<file path="config.mk">
export PLATFORM = sky130hd
export DESIGN_NAME = al_fifo_rd_stream
export DESIGN_NICKNAME = d
export VERILOG_FILES = /design/src/rtl/al_fifo_rd_pkg.sv /design/src/rtl/al_fifo_rd_buf.sv /design/src/rtl/al_fifo_rd_stream.sv
export SDC_FILE = /design/constraint.sdc
export NUM_CORES = 1
export LEC_CHECK = 0
export ABC_AREA = 1
export BUFFER_PORTS_ARGS = -buffer_cell sky130_fd_sc_hd__buf_2
export CORE_MARGIN = 2
export CORE_UTILIZATION = 56
export CTS_CLUSTER_SIZE = 24
export DETAILED_ROUTE_END_ITERATION = 16
export PLACE_DENSITY = 0.85
export SYNTH_ARGS = -nofsm -noshare
export SYNTH_HDL_FRONTEND = slang
export SYNTH_HIERARCHICAL = 1
export SYNTH_SLANG_ARGS = --single-unit
</file>
<file path="constraint.sdc">
create_clock -name clkr -period 3.7 [get_ports clkr]
set_clock_uncertainty 0.2 [all_clocks]
set_input_delay 0.185 -clock clkr [delete_from_list [all_inputs] [get_ports clkr]]
set_output_delay 0.185 -clock clkr [all_outputs]
set_load 0.01 [all_outputs]
</file>
<file path="src/rtl/al_fifo_rd_pkg.sv">
// Shared definitions for the 8K hard FIFO read-side stream controller:
// flush state encoding, FIFO read latency modes and buffer sizing.
package al_fifo_rd_pkg;

  typedef enum logic [1:0] {
    S_RUN   = 2'd0,
    S_DRAIN = 2'd1,
    S_RPRST = 2'd2,
    S_DONE  = 2'd3
  } rd_state_e;

  localparam int LAT_NOREG   = 1;
  localparam int LAT_OUTREG  = 2;
  localparam int MAX_FIFO_DW = 18;

  // One slot per outstanding read plus one for the head word and one so a
  // capture and a pop can overlap without stalling the read port.
  function automatic int min_buf_depth(input int read_latency);
    return read_latency + 2;
  endfunction

endpackage

</file>
<file path="src/rtl/al_fifo_rd_buf.sv">
// Circular capture buffer for words returning from the FIFO read port.
// Head word is presented from storage; clear discards all entries.
module al_fifo_rd_buf #(
  parameter  int DATA_WIDTH = 18,
  parameter  int DEPTH      = 3,
  localparam int CW         = $clog2(DEPTH + 1)
) (
  input  logic                  clk,
  input  logic                  rst,
  input  logic                  clr,
  input  logic                  push,
  input  logic                  pop,
  input  logic [DATA_WIDTH-1:0] din,
  output logic [DATA_WIDTH-1:0] head,
  output logic [CW-1:0]         count
);

  localparam int PW = (DEPTH > 1) ? $clog2(DEPTH) : 1;

  logic [DATA_WIDTH-1:0] mem [DEPTH];
  logic [PW-1:0]         wr_ptr;
  logic [PW-1:0]         rd_ptr;
  logic                  full;

  function automatic logic [PW-1:0] ptr_inc(input logic [PW-1:0] p);
    return (p == PW'(DEPTH - 1)) ? '0 : p + 1'b1;
  endfunction

  assign full = (count == CW'(DEPTH));
  assign head = (count != '0) ? mem[rd_ptr] : '0;

  always_ff @(posedge clk) begin
    if (push) mem[wr_ptr] <= din;
  end

  always_ff @(posedge clk) begin
    if (rst || clr) begin
      wr_ptr <= '0;
      rd_ptr <= '0;
      count  <= '0;
    end else begin
      if (push) wr_ptr <= ptr_inc(wr_ptr);
      if (pop)  rd_ptr <= ptr_inc(rd_ptr);
      count <= count + CW'(push) - CW'(pop);
    end
  end

  // The read credit rule must keep a capture from ever landing on a full buffer.
  always_ff @(posedge clk) begin
    if (!rst && !clr && push) assert (!full);
  end

endmodule

</file>
<file path="src/rtl/al_fifo_rd_stream.sv">
// Read-side controller for the 8K hard FIFO: issues reads, hides read latency,
// presents a valid/ready stream and runs the flush sequence. Optional
// transfer/starvation counters are built when AL_FIFO_RD_STAT_EN is defined.
module al_fifo_rd_stream
  import al_fifo_rd_pkg::*;
#(
  parameter int DATA_WIDTH   = 18,
  parameter int READ_LATENCY = LAT_NOREG,
  parameter int BUF_DEPTH    = min_buf_depth(READ_LATENCY)
) (
  input  logic                   clkr,
  input  logic                   rst,
  input  logic [MAX_FIFO_DW-1:0] fifo_do,
  input  logic                   fifo_empty,
  input  logic                   fifo_aempty,
  output logic                   fifo_re,
  output logic                   fifo_ore,
  output logic                   fifo_rprst,
  output logic [DATA_WIDTH-1:0]  m_data,
  output logic                   m_valid,
  input  logic                   m_ready,
  input  logic                   flush_req,
  output logic                   flush_done
`ifdef AL_FIFO_RD_STAT_EN
  ,
  output logic [15:0]            stat_words,
  output logic [15:0]            stat_starve
`endif
);

  if (READ_LATENCY != LAT_NOREG && READ_LATENCY != LAT_OUTREG) begin : g_bad_latency
    $fatal(1, "al_fifo_rd_stream: READ_LATENCY must be 1 (NOREG) or 2 (OUTREG)");
  end
  if (BUF_DEPTH < min_buf_depth(READ_LATENCY)) begin : g_bad_depth
    $fatal(1, "al_fifo_rd_stream: BUF_DEPTH below READ_LATENCY+2");
  end
  if (DATA_WIDTH != 1 && DATA_WIDTH != 2 && DATA_WIDTH != 4 &&
      DATA_WIDTH != 9 && DATA_WIDTH != 18) begin : g_bad_width
    $fatal(1, "al_fifo_rd_stream: DATA_WIDTH must be 1, 2, 4, 9 or 18");
  end

  localparam int CW = $clog2(BUF_DEPTH + 1);
  localparam int SW = CW + 1;
  localparam int IW = $clog2(READ_LATENCY + 1);

  rd_state_e               state;
  logic [READ_LATENCY-1:0] lat_sr;
  logic [IW-1:0]           inflight;
  logic [CW-1:0]           buf_count;
  logic [SW-1:0]           credit_used;
  logic                    capture;
  logic                    push;
  logic                    pop;
  logic                    clr;
  logic                    re_ok;
  logic                    unused_do;

  assign unused_do = ^fifo_do;

  // Issue stage: never read near empty with a read still outstanding.
  assign credit_used = SW'(inflight) + SW'(buf_count);
  assign re_ok       = !fifo_empty && (credit_used < SW'(BUF_DEPTH)) &&
                       !(fifo_aempty && inflight != '0);
  assign fifo_re     = !rst && (state == S_RUN) && !flush_req && re_ok;

  always_ff @(posedge clkr) begin
    if (rst) begin
      lat_sr   <= '0;
      inflight <= '0;
      fifo_ore <= 1'b0;
    end else begin
      lat_sr   <= (lat_sr << 1) | READ_LATENCY'(fifo_re);
      inflight <= inflight + IW'(fifo_re) - IW'(capture);
      fifo_ore <= (READ_LATENCY == LAT_OUTREG) ? fifo_re : 1'b1;
    end
  end

  // Capture stage: returned words land in the buffer READ_LATENCY cycles later.
  assign capture = lat_sr[READ_LATENCY-1];
  assign push    = capture && (state == S_RUN);
  assign clr     = (state == S_RUN) && flush_req;
  assign m_valid = (buf_count != '0);
  assign pop     = m_valid && m_ready;

  al_fifo_rd_buf #(
    .DATA_WIDTH (DATA_WIDTH),
    .DEPTH      (BUF_DEPTH)
  ) u_buf (
    .clk   (clkr),
    .rst   (rst),
    .clr   (clr),
    .push  (push),
    .pop   (pop),
    .din   (fifo_do[DATA_WIDTH-1:0]),
    .head  (m_data),
    .count (buf_count)
  );

  always_ff @(posedge clkr) begin
    if (rst) begin
      state      <= S_RUN;
      fifo_rprst <= 1'b0;
      flush_done <= 1'b0;
    end else begin
      fifo_rprst <= 1'b0;
      flush_done <= 1'b0;
      case (state)
        S_RUN:   if (flush_req) state <= S_DRAIN;
        S_DRAIN: if (inflight == '0) begin
          state      <= S_RPRST;
          fifo_rprst <= 1'b1;
        end
        S_RPRST: begin
          state      <= S_DONE;
          flush_done <= 1'b1;
        end
        S_DONE:  if (!flush_req) state <= S_RUN;
        default: state <= S_RUN;
      endcase
    end
  end

`ifdef AL_FIFO_RD_STAT_EN
  always_ff @(posedge clkr) begin
    if (rst) begin
      stat_words  <= '0;
      stat_starve <= '0;
    end else begin
      if (pop) stat_words <= stat_words + 16'd1;
      if (state == S_RUN && m_ready && !m_valid && fifo_empty)
        stat_starve <= stat_starve + 16'd1;
    end
  end
`endif

endmodule

</file>
==> results.py <==
metrics = {
    "synth": {
        "synthCells": 291,
        "synth_top_family_by_area": "simple AND/OR/NAND/NOR gates",
        "synth_compound_area_frac": 0.00899,
        "synth_seq_area_share": 0.628,
        "ys_warn_count": 6,
        "synthMuxAreaShare": 0,
        "yosys.cell_types.count": 24,
        "synth_fa_ha_area_frac": 0.0368,
        "syn_avg_cell_area_um2": 10.5,
        "synthesis.area_mm2": 0.00306,
        "synth_nets": 324,
        "ys_seq_elements": 69,
        "yosys.area_share.simple": 0.239,
        "synth_xor_xnor_area_share": 0.00286,
    },
    "clocking": {
        "htreeDepth": 3,
        "cts_resized": 0,
        "cts.sink_count": 69,
        "clock_latency_ns": 0.33,
        "cts-root-buf": "clkbuf_8",
        "path_clk_slew_ns": 0.06,
        "numCtsBuffers": 9,
        "clock_path_buffers": 2,
        "cts_tree": "done",
    },
    "setup_path": {
        "cp-endpoint": "m_data[0]",
        "r2r_end": "u_buf/mem[1][9]",
        "slowest_delay_ns": 0.86,
        "worst-r2r-setup-slack_ns": 1.61,
        "cp_common_cell": "nand2_1",
        "setup.worst_path.end_class": "output port",
        "crit_slowest_cell": "dfxtp_1",
        "path_cells": "inv_8, nand2_1, nand3_1, nand2_1, inv_1, buf_2",
        "cp.buffers_inverters": 3,
        "crit_cells": 6,
        "critPathMaxFanout": 19,
        "critPathLaunchType": "register",
        "critPathTopFamily": "flip-flops",
        "crit_type": "register to output port",
        "worst_ep_required_time_ns": 3.31,
        "ff2ff_path_depth": 6,
        "r2r_start": "state[0]",
        "arrival_ns": 1.80,
    },
    "outcome": {
        "status": "finished clean",
    },
    "power_and_ir_drop": {
        "clockPowerShare": 0.273,
        "p_switching_uw": 468,
        "vdd_drop_max_mv": 0.357,
        "pwr-share-comb": 0.198,
        "power_density_mw_per_mm2": 471,
        "p_leak_nw": 1.75,
        "p_seq_frac": 0.529,
        "power.share.switching": 0.273,
        "p_int_mw": 1.25,
    },
    "global_routing": {
        "use_met3": 0.0349,
        "antenna_found_initial": 0,
        "grt.met2_usage": 0.324,
        "grtUsageMet1": 0.215,
        "grt_pass1_wl_um": 8620,
        "grt_pass1_vias": 2009,
        "grt_max_degree": 37,
        "grt_overflow": 0,
        "grt_use_total": 0.187,
        "busiest_layer": "met2",
    },
    "route": {
        "routed_via_density": 4.71,
        "vias": 2051,
        "dr.pass1.iters": 4,
        "wl_per_cell_um": 12.1,
        "drtIter0Drc": 131,
        "drt-total-wl_um": 5240,
        "antenna_left": 0,
        "drc_errors": 0,
    },
    "placed_design": {
        "io_buffers": 46,
        "dp.cells": 401,
        "hpwl_um": 3370,
        "gp_congestion": 0.752,
    },
    "floorplan": {
        "core_area_mm2": 0.00520,
        "start_util": 0.588,
        "die_w_um": 77.9,
        "die_h_um": 77.9,
        "dieArea_mm2": 0.00607,
        "ios": 47,
        "fp-row-count": 26,
    },
    "finish": {
        "fillers": 388,
        "final_common_cell": "nand2_1",
        "instances_no_fill": 435,
        "diodes": 0,
        "area_delta_synth_final_pct": 19.2,
        "layout_common_cells": "nand2_1 (68), edfxtp_1 (54), nor2_1 (48)",
        "multi_input_area_um2": 885,
        "seq_area_mm2": 0.00192,
        "nets": 395,
        "layout-drive-gt1-share": 0.238,
    },
    "timing": {
        "max_freq_ghz": 0.458,
        "whs_ns": 0.0235,
        "finalSetupViolCount": 0,
        "worst_pin_slew_ns": 0.828,
        "layout_min_cycle_time_ns": 2.18,
        "setup_tns_ns": 0,
        "rsz0062_at_grt": "false",
        "slew_headroom": 0.447,
        "period_share": 0.590,
        "maxSlewViolCount": 0,
        "hold_viol_final": 0,
    },
    "job": {
        "cap_violations": 0,
    },
    "hold_path": {
        "hp-class": "input pin to register",
    },
}
[state kept, by name, summed over array words and instances (netlist names), named ones only]
name          cells
u_buf/wr_ptr      2
state             2
capture           1
flush_done        1
fifo_rprst        1
u_buf/rd_ptr      2
u_buf/mem        54
u_buf/count       2
inflight          1
fifo_ore          1
[how the worst min path moves through the flow]
stage	from	endpoint	slack, ns	cells past startpoint
global route	fifo_aempty	inflight	0.03	6
finish	fifo_aempty	inflight	0.02	6
detailed placement	fifo_do[4]	u_buf/mem[2][4]	0.19	1
CTS	fifo_aempty	inflight	0.006	6
global placement	fifo_do[17]	u_buf/mem[2][17]	0.19	1
floorplan	rst	flush_done	0.06	1
[layer usage]
metal	vias to the layer above	wire length, um
met4	0	122
met5	-	0
met3	11	166
met1	928	2330
li1	1065	-
met2	47	2620
[power groups by stage]
stage                     Combinational [mW]  Clock [mW]  Sequential [mW]
final                                  0.340       0.469            0.908
after global routing                   0.389       0.509            0.913
after CTS                              0.343       0.483            0.908
after detailed placement               0.325           0            0.925
after global placement                 0.312           0            0.922
after floorplan                        0.243           0            0.916
[final cells by class]
class / count / share of cell area
Sequential cell: 69 / 0.527
Timing Repair Buffer: 67 / 0.120
Inverter: 43 / 0.0470
Multi-Input combinational cell: 172 / 0.242
Tap cell: 70 / 0.0240
Clock inverter: 4 / 0.00480
Clock buffer: 10 / 0.0350
[kinds of logic after synthesis]
kind of cell / count (synthesis)
adders and majority gates: 9
and+or+nand+nor: 157
DFF: 69
buffers and inverters: 50
xor gates and xnor gates: 1
AOI/OAI and AO/OA: 5
[cells in the mapped netlist (all sizes together)]
| cell | number | area share |
|---|---|---|
| a21oi | 4 | 0.0065 |
| and2 | 1 | 0.0020 |
| buf | 7 | 0.029 |
| dfxtp | 15 | 0.098 |
| edfxtp | 54 | 0.53 |
| ha | 9 | 0.037 |
| inv | 43 | 0.056 |
| nand2 | 79 | 0.11 |
| nand3 | 23 | 0.056 |
| nand4 | 1 | 0.0020 |
| nor2 | 49 | 0.063 |
| nor3 | 2 | 0.0033 |
| o21a | 1 | 0.0025 |
| or2 | 2 | 0.0041 |
| xnor2 | 1 | 0.0029 |
[stage by stage]
step	setup WS (ns)	power, mW	instance area (um^2)	utilization
6_report	1.52	1.72	3650	0.701
5_1_grt	1.35	1.81	3650	0.701
4_1_cts	1.49	1.73	3650	0.701
3_5_place_dp	1.61	1.25	3300	0.635
3_3_place_gp	1.69	1.23	3300	0.635
2_1_floorplan	0.957	1.16	3060	-
[worst min-delay path: cells and delay by family]
kind                   cells  cell delay [ns]
buffers and inverters      1             0.08
AND/OR/NAND/NOR            5             0.24
[repair_timing]
action                                 in CTS  in global routing
setup buffers                               0                  0
endpoints found under the hold margin      59                  0
hold buffers                               20                  0
Power figures use the tool's default switching activity.
